### src/rtl/fma_pkg.sv
// Shared widths, control payload and shift-clamp helper for the FMA addend pre-normalizer.
package fma_pkg;

    function automatic int sig_w(input int mant);
        return mant + 1;
    endfunction

    function automatic int win_w(input int mant);
        return 3 * (mant + 1) + 2;
    endfunction

    function automatic int lsh_w(input int mant);
        return 2 * (mant + 1) + 2;
    endfunction

    function automatic int pd_v(input int mant);
        return mant + 4;
    endfunction

    typedef struct packed {
        logic a_sign;
        logic b_sign;
        logic c_sign;
        logic sub_sign;
        logic sign_flip;
        logic mv_halt;
        logic exp_mv_sign;
    } ctl_t;

    // A halted move never shifts; anything at or past lim pushes every bit out of the window.
    function automatic int unsigned clamp_shift(input logic [31:0] mv, input logic halt,
                                                input int unsigned lim);
        if (halt)
            return 0;
        else if (mv > lim)
            return lim;
        else
            return mv;
    endfunction

endpackage

### src/rtl/fma_prenorm_pipe_if.sv
// Operand/result bundle with input and output valid/ready handshakes for the addend pre-normalizer.
interface fma_prenorm_pipe_if #(
    parameter int PARM_EXP  = 8,
    parameter int PARM_MANT = 23
);
    import fma_pkg::*;

    localparam int SIG = sig_w(PARM_MANT);
    localparam int W   = win_w(PARM_MANT);

    logic                  in_valid_i;
    logic                  in_ready_o;
    logic                  A_sign_i;
    logic                  B_sign_i;
    logic                  C_sign_i;
    logic                  Sub_Sign_i;
    logic                  Sign_flip_i;
    logic                  Mv_halt_i;
    logic                  Exp_mv_sign_i;
    logic [PARM_EXP-1:0]   A_Exp_i;
    logic [PARM_EXP-1:0]   B_Exp_i;
    logic [PARM_EXP-1:0]   C_Exp_i;
    logic [SIG-1:0]        A_Mant_i;
    logic [PARM_EXP+1:0]   Exp_mv_i;

    logic                  out_valid_o;
    logic                  out_ready_i;
    logic                  Sign_aligned_o;
    logic [PARM_EXP+1:0]   Exp_aligned_o;
    logic [W:0]            A_Mant_aligned_o;
    logic                  Mant_sticky_sht_out_o;

    modport slave (
        input  in_valid_i, A_sign_i, B_sign_i, C_sign_i, Sub_Sign_i, Sign_flip_i, Mv_halt_i,
               Exp_mv_sign_i, A_Exp_i, B_Exp_i, C_Exp_i, A_Mant_i, Exp_mv_i, out_ready_i,
        output in_ready_o, out_valid_o, Sign_aligned_o, Exp_aligned_o, A_Mant_aligned_o,
               Mant_sticky_sht_out_o
    );

    modport master (
        output in_valid_i, A_sign_i, B_sign_i, C_sign_i, Sub_Sign_i, Sign_flip_i, Mv_halt_i,
               Exp_mv_sign_i, A_Exp_i, B_Exp_i, C_Exp_i, A_Mant_i, Exp_mv_i, out_ready_i,
        input  in_ready_o, out_valid_o, Sign_aligned_o, Exp_aligned_o, A_Mant_aligned_o,
               Mant_sticky_sht_out_o
    );

endinterface

### src/rtl/fma_align_shift.sv
// Combinational addend right-shifter: aligned window, dropped field and sticky.
// No state, no handshake; latency 0.
module fma_align_shift #(
    parameter int SIG = 24,
    parameter int W   = 74,
    parameter int SHW = 7
) (
    input  logic [SIG-1:0] a_mant,
    input  logic [SHW-1:0] sh,
    input  logic           mv_halt,
    input  logic           sub_sign,
    input  logic           sign_flip,
    output logic [W-1:0]   aligned,
    output logic           sticky
);
    logic [W+SIG-1:0] t;
    logic [SIG-1:0]   drop;
    logic [SIG-1:0]   src;
    logic [SIG-1:0]   neg;
    logic             past;

    assign t       = {a_mant, {W{1'b0}}} >> sh;
    assign aligned = t[W+SIG-1:SIG];
    assign drop    = t[SIG-1:0];
    // Beyond W the window is empty, so every addend bit (some shifted out of t) belongs to sticky.
    assign past    = (sh > SHW'(W));

    always_comb begin
        src = drop;
        if (mv_halt || past)
            src = a_mant;
        neg    = ~src + SIG'(1);
        sticky = (sub_sign && !sign_flip) ? |neg : |src;
    end

endmodule

### src/rtl/fma_prenorm_pipe.sv
// Two-stage elastic addend pre-normalizer; latency 2, throughput 1/cycle.
// in_ready is combinational from out_ready; a full pipe with out_ready low holds both stages.
module fma_prenorm_pipe
    import fma_pkg::*;
#(
    parameter int PARM_EXP  = 8,
    parameter int PARM_MANT = 23,
    parameter int PARM_BIAS = 127
) (
    input  logic clk_i,
    input  logic rst_i,
    input  logic flush_i,
    fma_prenorm_pipe_if.slave io
);
    localparam int SIG   = sig_w(PARM_MANT);
    localparam int W     = win_w(PARM_MANT);
    localparam int LSH   = lsh_w(PARM_MANT);
    localparam int PD    = pd_v(PARM_MANT);
    localparam int SHMAX = W + SIG;
    localparam int SHW   = $clog2(SHMAX + 1);
    localparam int EW    = PARM_EXP + 2;

    logic                v1, v2, adv1, adv2;
    ctl_t                s1_ctl;
    logic [PARM_EXP-1:0] s1_a_exp, s1_b_exp, s1_c_exp;
    logic [SIG-1:0]      s1_a_mant;
    logic [SHW-1:0]      s1_sh, sh_next;

    logic [W-1:0]        aligned;
    logic                sticky;
    logic                sign2;
    logic [EW-1:0]       exp2;
    logic [W:0]          mant2;

    assign adv2          = !v2 || io.out_ready_i;
    assign adv1          = !v1 || adv2;
    assign io.in_ready_o = adv1;
    assign io.out_valid_o = v2;
    assign sh_next = SHW'(clamp_shift(32'(io.Exp_mv_i), io.Mv_halt_i, SHMAX));

    always_ff @(posedge clk_i or posedge rst_i) begin
        if (rst_i) begin
            v1        <= 1'b0;
            s1_ctl    <= '0;
            s1_a_exp  <= '0;
            s1_b_exp  <= '0;
            s1_c_exp  <= '0;
            s1_a_mant <= '0;
            s1_sh     <= '0;
        end else begin
            if (flush_i)
                v1 <= 1'b0;
            else if (adv1)
                v1 <= io.in_valid_i;
            if (adv1 && io.in_valid_i && !flush_i) begin
                s1_ctl    <= '{a_sign: io.A_sign_i, b_sign: io.B_sign_i, c_sign: io.C_sign_i,
                               sub_sign: io.Sub_Sign_i, sign_flip: io.Sign_flip_i,
                               mv_halt: io.Mv_halt_i, exp_mv_sign: io.Exp_mv_sign_i};
                s1_a_exp  <= io.A_Exp_i;
                s1_b_exp  <= io.B_Exp_i;
                s1_c_exp  <= io.C_Exp_i;
                s1_a_mant <= io.A_Mant_i;
                s1_sh     <= sh_next;
            end
        end
    end

    fma_align_shift #(.SIG(SIG), .W(W), .SHW(SHW)) u_align_shift (
        .a_mant    (s1_a_mant),
        .sh        (s1_sh),
        .mv_halt   (s1_ctl.mv_halt),
        .sub_sign  (s1_ctl.sub_sign),
        .sign_flip (s1_ctl.sign_flip),
        .aligned   (aligned),
        .sticky    (sticky)
    );

    always_comb begin
        sign2 = s1_ctl.b_sign ^ s1_ctl.c_sign;
        exp2  = EW'(s1_b_exp) + EW'(s1_c_exp) - EW'(PARM_BIAS) + EW'(PD);
        mant2 = '0;
        if (s1_ctl.exp_mv_sign) begin
            sign2 = s1_ctl.a_sign;
            exp2  = EW'(s1_a_exp);
            mant2 = (W+1)'(s1_a_mant) << LSH;
        end else if (!s1_ctl.mv_halt) begin
            mant2 = {s1_ctl.sub_sign, {W{s1_ctl.sub_sign}} ^ aligned};
        end
    end

    always_ff @(posedge clk_i or posedge rst_i) begin
        if (rst_i) begin
            v2                       <= 1'b0;
            io.Sign_aligned_o        <= 1'b0;
            io.Exp_aligned_o         <= '0;
            io.A_Mant_aligned_o      <= '0;
            io.Mant_sticky_sht_out_o <= 1'b0;
        end else begin
            if (flush_i)
                v2 <= 1'b0;
            else if (adv2)
                v2 <= v1;
            if (adv2 && v1 && !flush_i) begin
                io.Sign_aligned_o        <= sign2;
                io.Exp_aligned_o         <= exp2;
                io.A_Mant_aligned_o      <= mant2;
                io.Mant_sticky_sht_out_o <= sticky;
            end
        end
    end

endmodule
### src/flat_wrapper.sv
// flat-port wrapper written by rule: the top's interface ports become plain ports
module fma_prenorm_pipe_flat import fma_pkg::*;
#(
    parameter int PARM_EXP  = 8,
    parameter int PARM_MANT = 23,
    parameter int PARM_BIAS = 127
)
  (clk_i, rst_i, flush_i, io_in_valid_i, io_A_sign_i, io_B_sign_i, io_C_sign_i, io_Sub_Sign_i, io_Sign_flip_i, io_Mv_halt_i, io_Exp_mv_sign_i, io_A_Exp_i, io_B_Exp_i, io_C_Exp_i, io_A_Mant_i, io_Exp_mv_i, io_out_ready_i, io_in_ready_o, io_out_valid_o, io_Sign_aligned_o, io_Exp_aligned_o, io_A_Mant_aligned_o, io_Mant_sticky_sht_out_o);
  fma_prenorm_pipe_if #(.PARM_EXP(PARM_EXP), .PARM_MANT(PARM_MANT)) io_i ();
  input  logic clk_i;
  input  logic rst_i;
  input  logic flush_i;
  input wire logic [$bits(io_i.in_valid_i)-1:0] io_in_valid_i;
  input wire logic [$bits(io_i.A_sign_i)-1:0] io_A_sign_i;
  input wire logic [$bits(io_i.B_sign_i)-1:0] io_B_sign_i;
  input wire logic [$bits(io_i.C_sign_i)-1:0] io_C_sign_i;
  input wire logic [$bits(io_i.Sub_Sign_i)-1:0] io_Sub_Sign_i;
  input wire logic [$bits(io_i.Sign_flip_i)-1:0] io_Sign_flip_i;
  input wire logic [$bits(io_i.Mv_halt_i)-1:0] io_Mv_halt_i;
  input wire logic [$bits(io_i.Exp_mv_sign_i)-1:0] io_Exp_mv_sign_i;
  input wire logic [$bits(io_i.A_Exp_i)-1:0] io_A_Exp_i;
  input wire logic [$bits(io_i.B_Exp_i)-1:0] io_B_Exp_i;
  input wire logic [$bits(io_i.C_Exp_i)-1:0] io_C_Exp_i;
  input wire logic [$bits(io_i.A_Mant_i)-1:0] io_A_Mant_i;
  input wire logic [$bits(io_i.Exp_mv_i)-1:0] io_Exp_mv_i;
  input wire logic [$bits(io_i.out_ready_i)-1:0] io_out_ready_i;
  output wire logic [$bits(io_i.in_ready_o)-1:0] io_in_ready_o;
  output wire logic [$bits(io_i.out_valid_o)-1:0] io_out_valid_o;
  output wire logic [$bits(io_i.Sign_aligned_o)-1:0] io_Sign_aligned_o;
  output wire logic [$bits(io_i.Exp_aligned_o)-1:0] io_Exp_aligned_o;
  output wire logic [$bits(io_i.A_Mant_aligned_o)-1:0] io_A_Mant_aligned_o;
  output wire logic [$bits(io_i.Mant_sticky_sht_out_o)-1:0] io_Mant_sticky_sht_out_o;
  assign io_i.in_valid_i = io_in_valid_i;
  assign io_i.A_sign_i = io_A_sign_i;
  assign io_i.B_sign_i = io_B_sign_i;
  assign io_i.C_sign_i = io_C_sign_i;
  assign io_i.Sub_Sign_i = io_Sub_Sign_i;
  assign io_i.Sign_flip_i = io_Sign_flip_i;
  assign io_i.Mv_halt_i = io_Mv_halt_i;
  assign io_i.Exp_mv_sign_i = io_Exp_mv_sign_i;
  assign io_i.A_Exp_i = io_A_Exp_i;
  assign io_i.B_Exp_i = io_B_Exp_i;
  assign io_i.C_Exp_i = io_C_Exp_i;
  assign io_i.A_Mant_i = io_A_Mant_i;
  assign io_i.Exp_mv_i = io_Exp_mv_i;
  assign io_i.out_ready_i = io_out_ready_i;
  assign io_in_ready_o = io_i.in_ready_o;
  assign io_out_valid_o = io_i.out_valid_o;
  assign io_Sign_aligned_o = io_i.Sign_aligned_o;
  assign io_Exp_aligned_o = io_i.Exp_aligned_o;
  assign io_A_Mant_aligned_o = io_i.A_Mant_aligned_o;
  assign io_Mant_sticky_sht_out_o = io_i.Mant_sticky_sht_out_o;
  fma_prenorm_pipe #(.PARM_EXP(PARM_EXP), .PARM_MANT(PARM_MANT), .PARM_BIAS(PARM_BIAS)) u_core (.clk_i(clk_i), .rst_i(rst_i), .flush_i(flush_i), .io(io_i));
endmodule
### config.mk
export PLATFORM = sky130hd
export DESIGN_NAME = fma_prenorm_pipe_flat
export DESIGN_NICKNAME = d
export VERILOG_FILES = /design/src/rtl/fma_pkg.sv /design/src/rtl/fma_prenorm_pipe_if.sv /design/src/rtl/fma_align_shift.sv /design/src/rtl/fma_prenorm_pipe.sv /design/src/flat_wrapper.sv
export SDC_FILE = /design/constraint.sdc
export NUM_CORES = 1
export LEC_CHECK = 0
export CAP_MARGIN = 30
export CORE_ASPECT_RATIO = 0.9
export CORE_MARGIN = 1.5
export CORE_UTILIZATION = 35
export CTS_BUF_LIST = sky130_fd_sc_hd__clkbuf_8
export CTS_CLUSTER_SIZE = 8
export DETAILED_ROUTE_END_ITERATION = 10
export HOLD_SLACK_MARGIN = 0.15
export PLACE_DENSITY_LB_ADDON = 0.15
export SYNTH_ARGS = -nofsm -noshare
export SYNTH_HDL_FRONTEND = slang
export SYNTH_SLANG_ARGS = --single-unit
### constraint.sdc
create_clock -name clk_i -period 10.5 [get_ports clk_i]
set_input_delay 3.15 -clock clk_i [delete_from_list [all_inputs] [get_ports clk_i]]
set_output_delay 3.15 -clock clk_i [all_outputs]
set_load 0.01 [all_outputs]
==> flow_summary.toml <==
[setup_path]
reg2reg_slack_ps = 6000
worstPathRequired_ps = 7350
cp-start-kind = "input pin"
arrival_ps = 4450
rr_worst_depth = 11
endpoint_kind = "output pin"
critical_path_class = "in -> out"
crit_fanout = 5

[hold_path]
hold_class = "reg -> reg"
whs_path_depth = 2

[synthesis]
syn_nets = 1206
synth_common_cells = "151 x dfrtp_1, 137 x nor2_1, 132 x nand2_1, 77 x o21ai_0, 73 x mux2_2"
synth_flop_cell = "dfrtp_1"
yosysWarnings = 0
syn_inst = 1126
synth_cell_types = 74
yosysMostFrequentCell = "dfrtp_1"
synth_area_um2 = 10200
synth_edf_count = 0
yosysSeqAreaShare_pct = 36.9
ys_ff_latch = 151
synth.avg_cell_area_um2 = 9.09
synthTopCellsByArea = "dfrtp_1 37%, mux2_2 8.0%, nor2_1 5.0%"
async_flop_share_pct = 100
synth_top_area_cell = "dfrtp_1"
synth_top_area_share_pct = 36.9

[detailed_routing]
wl_per_cell_um = 22.5
drc_errors = 0
drt_iter0_drc = 856
drtAntennaViolNets = 0
dr.pass1.iters = 6
vias = 9185
via_per_inst = 5.61
drt_wl_total_um = 36900

[placement]
port_buffers = 158
dpl_cell_area_um2 = 12100
dp_hpwl_um = 26200
gp_congestion = 0.975

[pwr]
power_leakage_nw = 4.90
totalPowerFinal_w = 0.00224
irDropWorstVdd_mv = 0.0754
powerDensity_nw_per_um2 = 179

[timing]
rsz0062_at_grt = "no"
max-slew-margin-rel_pct = 28.8
final_period_minus_worst_setup_slack_ps = 7600
skew_ps = 18.3
worstMarginPinSlew_ps = 1070
hold_viol_final = 0
setup_tns_ps = 0
layout_worst_path_cycle_share_pct = 72.4
slew_violations = 0
clock.fmax_mhz = 132
hold_slack_ps = 477
setup_violations = 0

[floorplanning]
dieArea_um2 = 30300
die_w_um = 183
io_pins = 159
rows = 59
dieHeight_um = 165
initial_core_util_pct = 35.5
core_area_um2 = 28900

[cts]
cts_tree = "built"
max-clock-path-buffers = 2
cts_resized = 0
clock-root-buffer = "clkbuf_8"
cts_num_sinks = 151
numCtsBuffers = 17
post-cts-setup-buffers = 0
insertion_delay_ps = 480
clkTransAtPathRegs_ps = 90
htreeDepth = 4
hold_buffers = 0

[finish]
nets = 1308
drive_gt1_share_pct = 13.4
final_cell_area_um2 = 12500
areaGrowthSynthToFinish_pct = 22.1

[flow_run]
cap_viol_max_count = 0

[global_route]
grt_pass1_vias = 8867
grt_first_pass_wirelength_um = 55900
grt_usage_pct = 25.0
grt_antenna_before_repair = 0
grt_overflow_total = 0
grt_max_degree = 99

[run_status]
status = "finished clean"
[sequential cells by signal, summed over array words and instances, names as in the netlist]
signal,flops
u_core.s1_sh,7
u_core.s1_b_exp,8
u_core.s1_a_exp,8
u_core.s1_a_mant,24
u_core.s1_c_exp,8
u_core.v1,1
u_core.io.Sign_aligned_o,1
u_core.s1_ctl,7
u_core.io.out_valid_o,1
u_core.io.Exp_aligned_o,10
u_core.io.A_Mant_aligned_o,75
u_core.io.Mant_sticky_sht_out_o,1
[cells by family (layout without fill, tap and decap cells)]
logic type / count (synthesis) / in the layout / share of synthesized area, %
AOI/OAI and AO/OA: 267 / 267 / 17.5
xor gates and xnor gates: 87 / 87 / 7.44
adders and majority gates: 10 / 10 / 1.30
buffers and inverters: 114 / 228 / 4.62
DFF: 151 / 151 / 36.9
muxes: 128 / 128 / 16.1
other: 0 / 1 / 0
and+or+nand+nor: 369 / 369 / 16.1
[stage by stage]
stage / util (%) / worst slack, ps / cells
final: 43.3 / 2900 / 1637
after global routing: 43.3 / 2790 / 1636
after detailed placement: 41.8 / 2890 / 1603
after global placement: 41.7 / 2920 / 1599
after CTS: 43.2 / 2890 / 1634
after floorplan: - / 3290 / 1126
[metal layers]
layer  vias to the layer above  routed length (um)  GRT usage [%]
li1                       4231                   -              -
met1                      4495               17300           35.6
met2                       396               15700           36.5
met3                        63                2900           6.29
met4                         0                 982           8.94
met5                         -                   0              0
[layout make-up]
class	count	area (um2)
antenna	1	2.50
clock inverter	12	129
timing repair buffer	180	1760
tap	396	495
clock buffer	19	262
sequential	151	3780
multi-input combinational	861	6000
fill	2885	16400
inverter	17	68.8
[report_power, final]
part | total [W] | switching (W) | internal (W)
combinational | 0.000961 | 0.000524 | 0.000437
sequential | 0.000821 | 0.000130 | 0.000691
clock | 0.000456 | 0.000234 | 0.000222
[worst max-delay path: stages]
cell and delay [ps]:
clkdlybuf4s50_1 400, nor2b_1 290, nand2_1 120, clkdlybuf4s50_1 490
[final timing paths]
kind	endpoint	startpoint
worst max register to register	u_core.io.Mant_sticky_sht_out_o	u_core.s1_sh[3]
min in group asynchronous	u_core.s1_ctl[6]	rst_i
worst max-delay path	io_in_ready_o	io_out_ready_i
max in group asynchronous	u_core.s1_ctl[3]	rst_i
worst min register to register	u_core.io.A_Mant_aligned_o[74]	u_core.io.A_Mant_aligned_o[74]
worst min-delay path	u_core.io.A_Mant_aligned_o[74]	u_core.io.A_Mant_aligned_o[74]
[layout by cell type (no fill, tap or decap), types with 16 or more instances in the layout]
cell	count
a21oi_1	36
a221oi_1	25
a22oi_1	24
buf_4	16
clkbuf_8	19
clkdlybuf4s50_1	158
dfrtp_1	148
inv_1	16
mux2_2	73
mux2i_1	30
mux4_2	20
nand2_1	132
nand2b_1	17
nor2_1	137
nor3_1	16
o21ai_0	77
o22ai_1	16
xnor2_1	56
xor2_1	31
(Power assumes the default switching activity.)
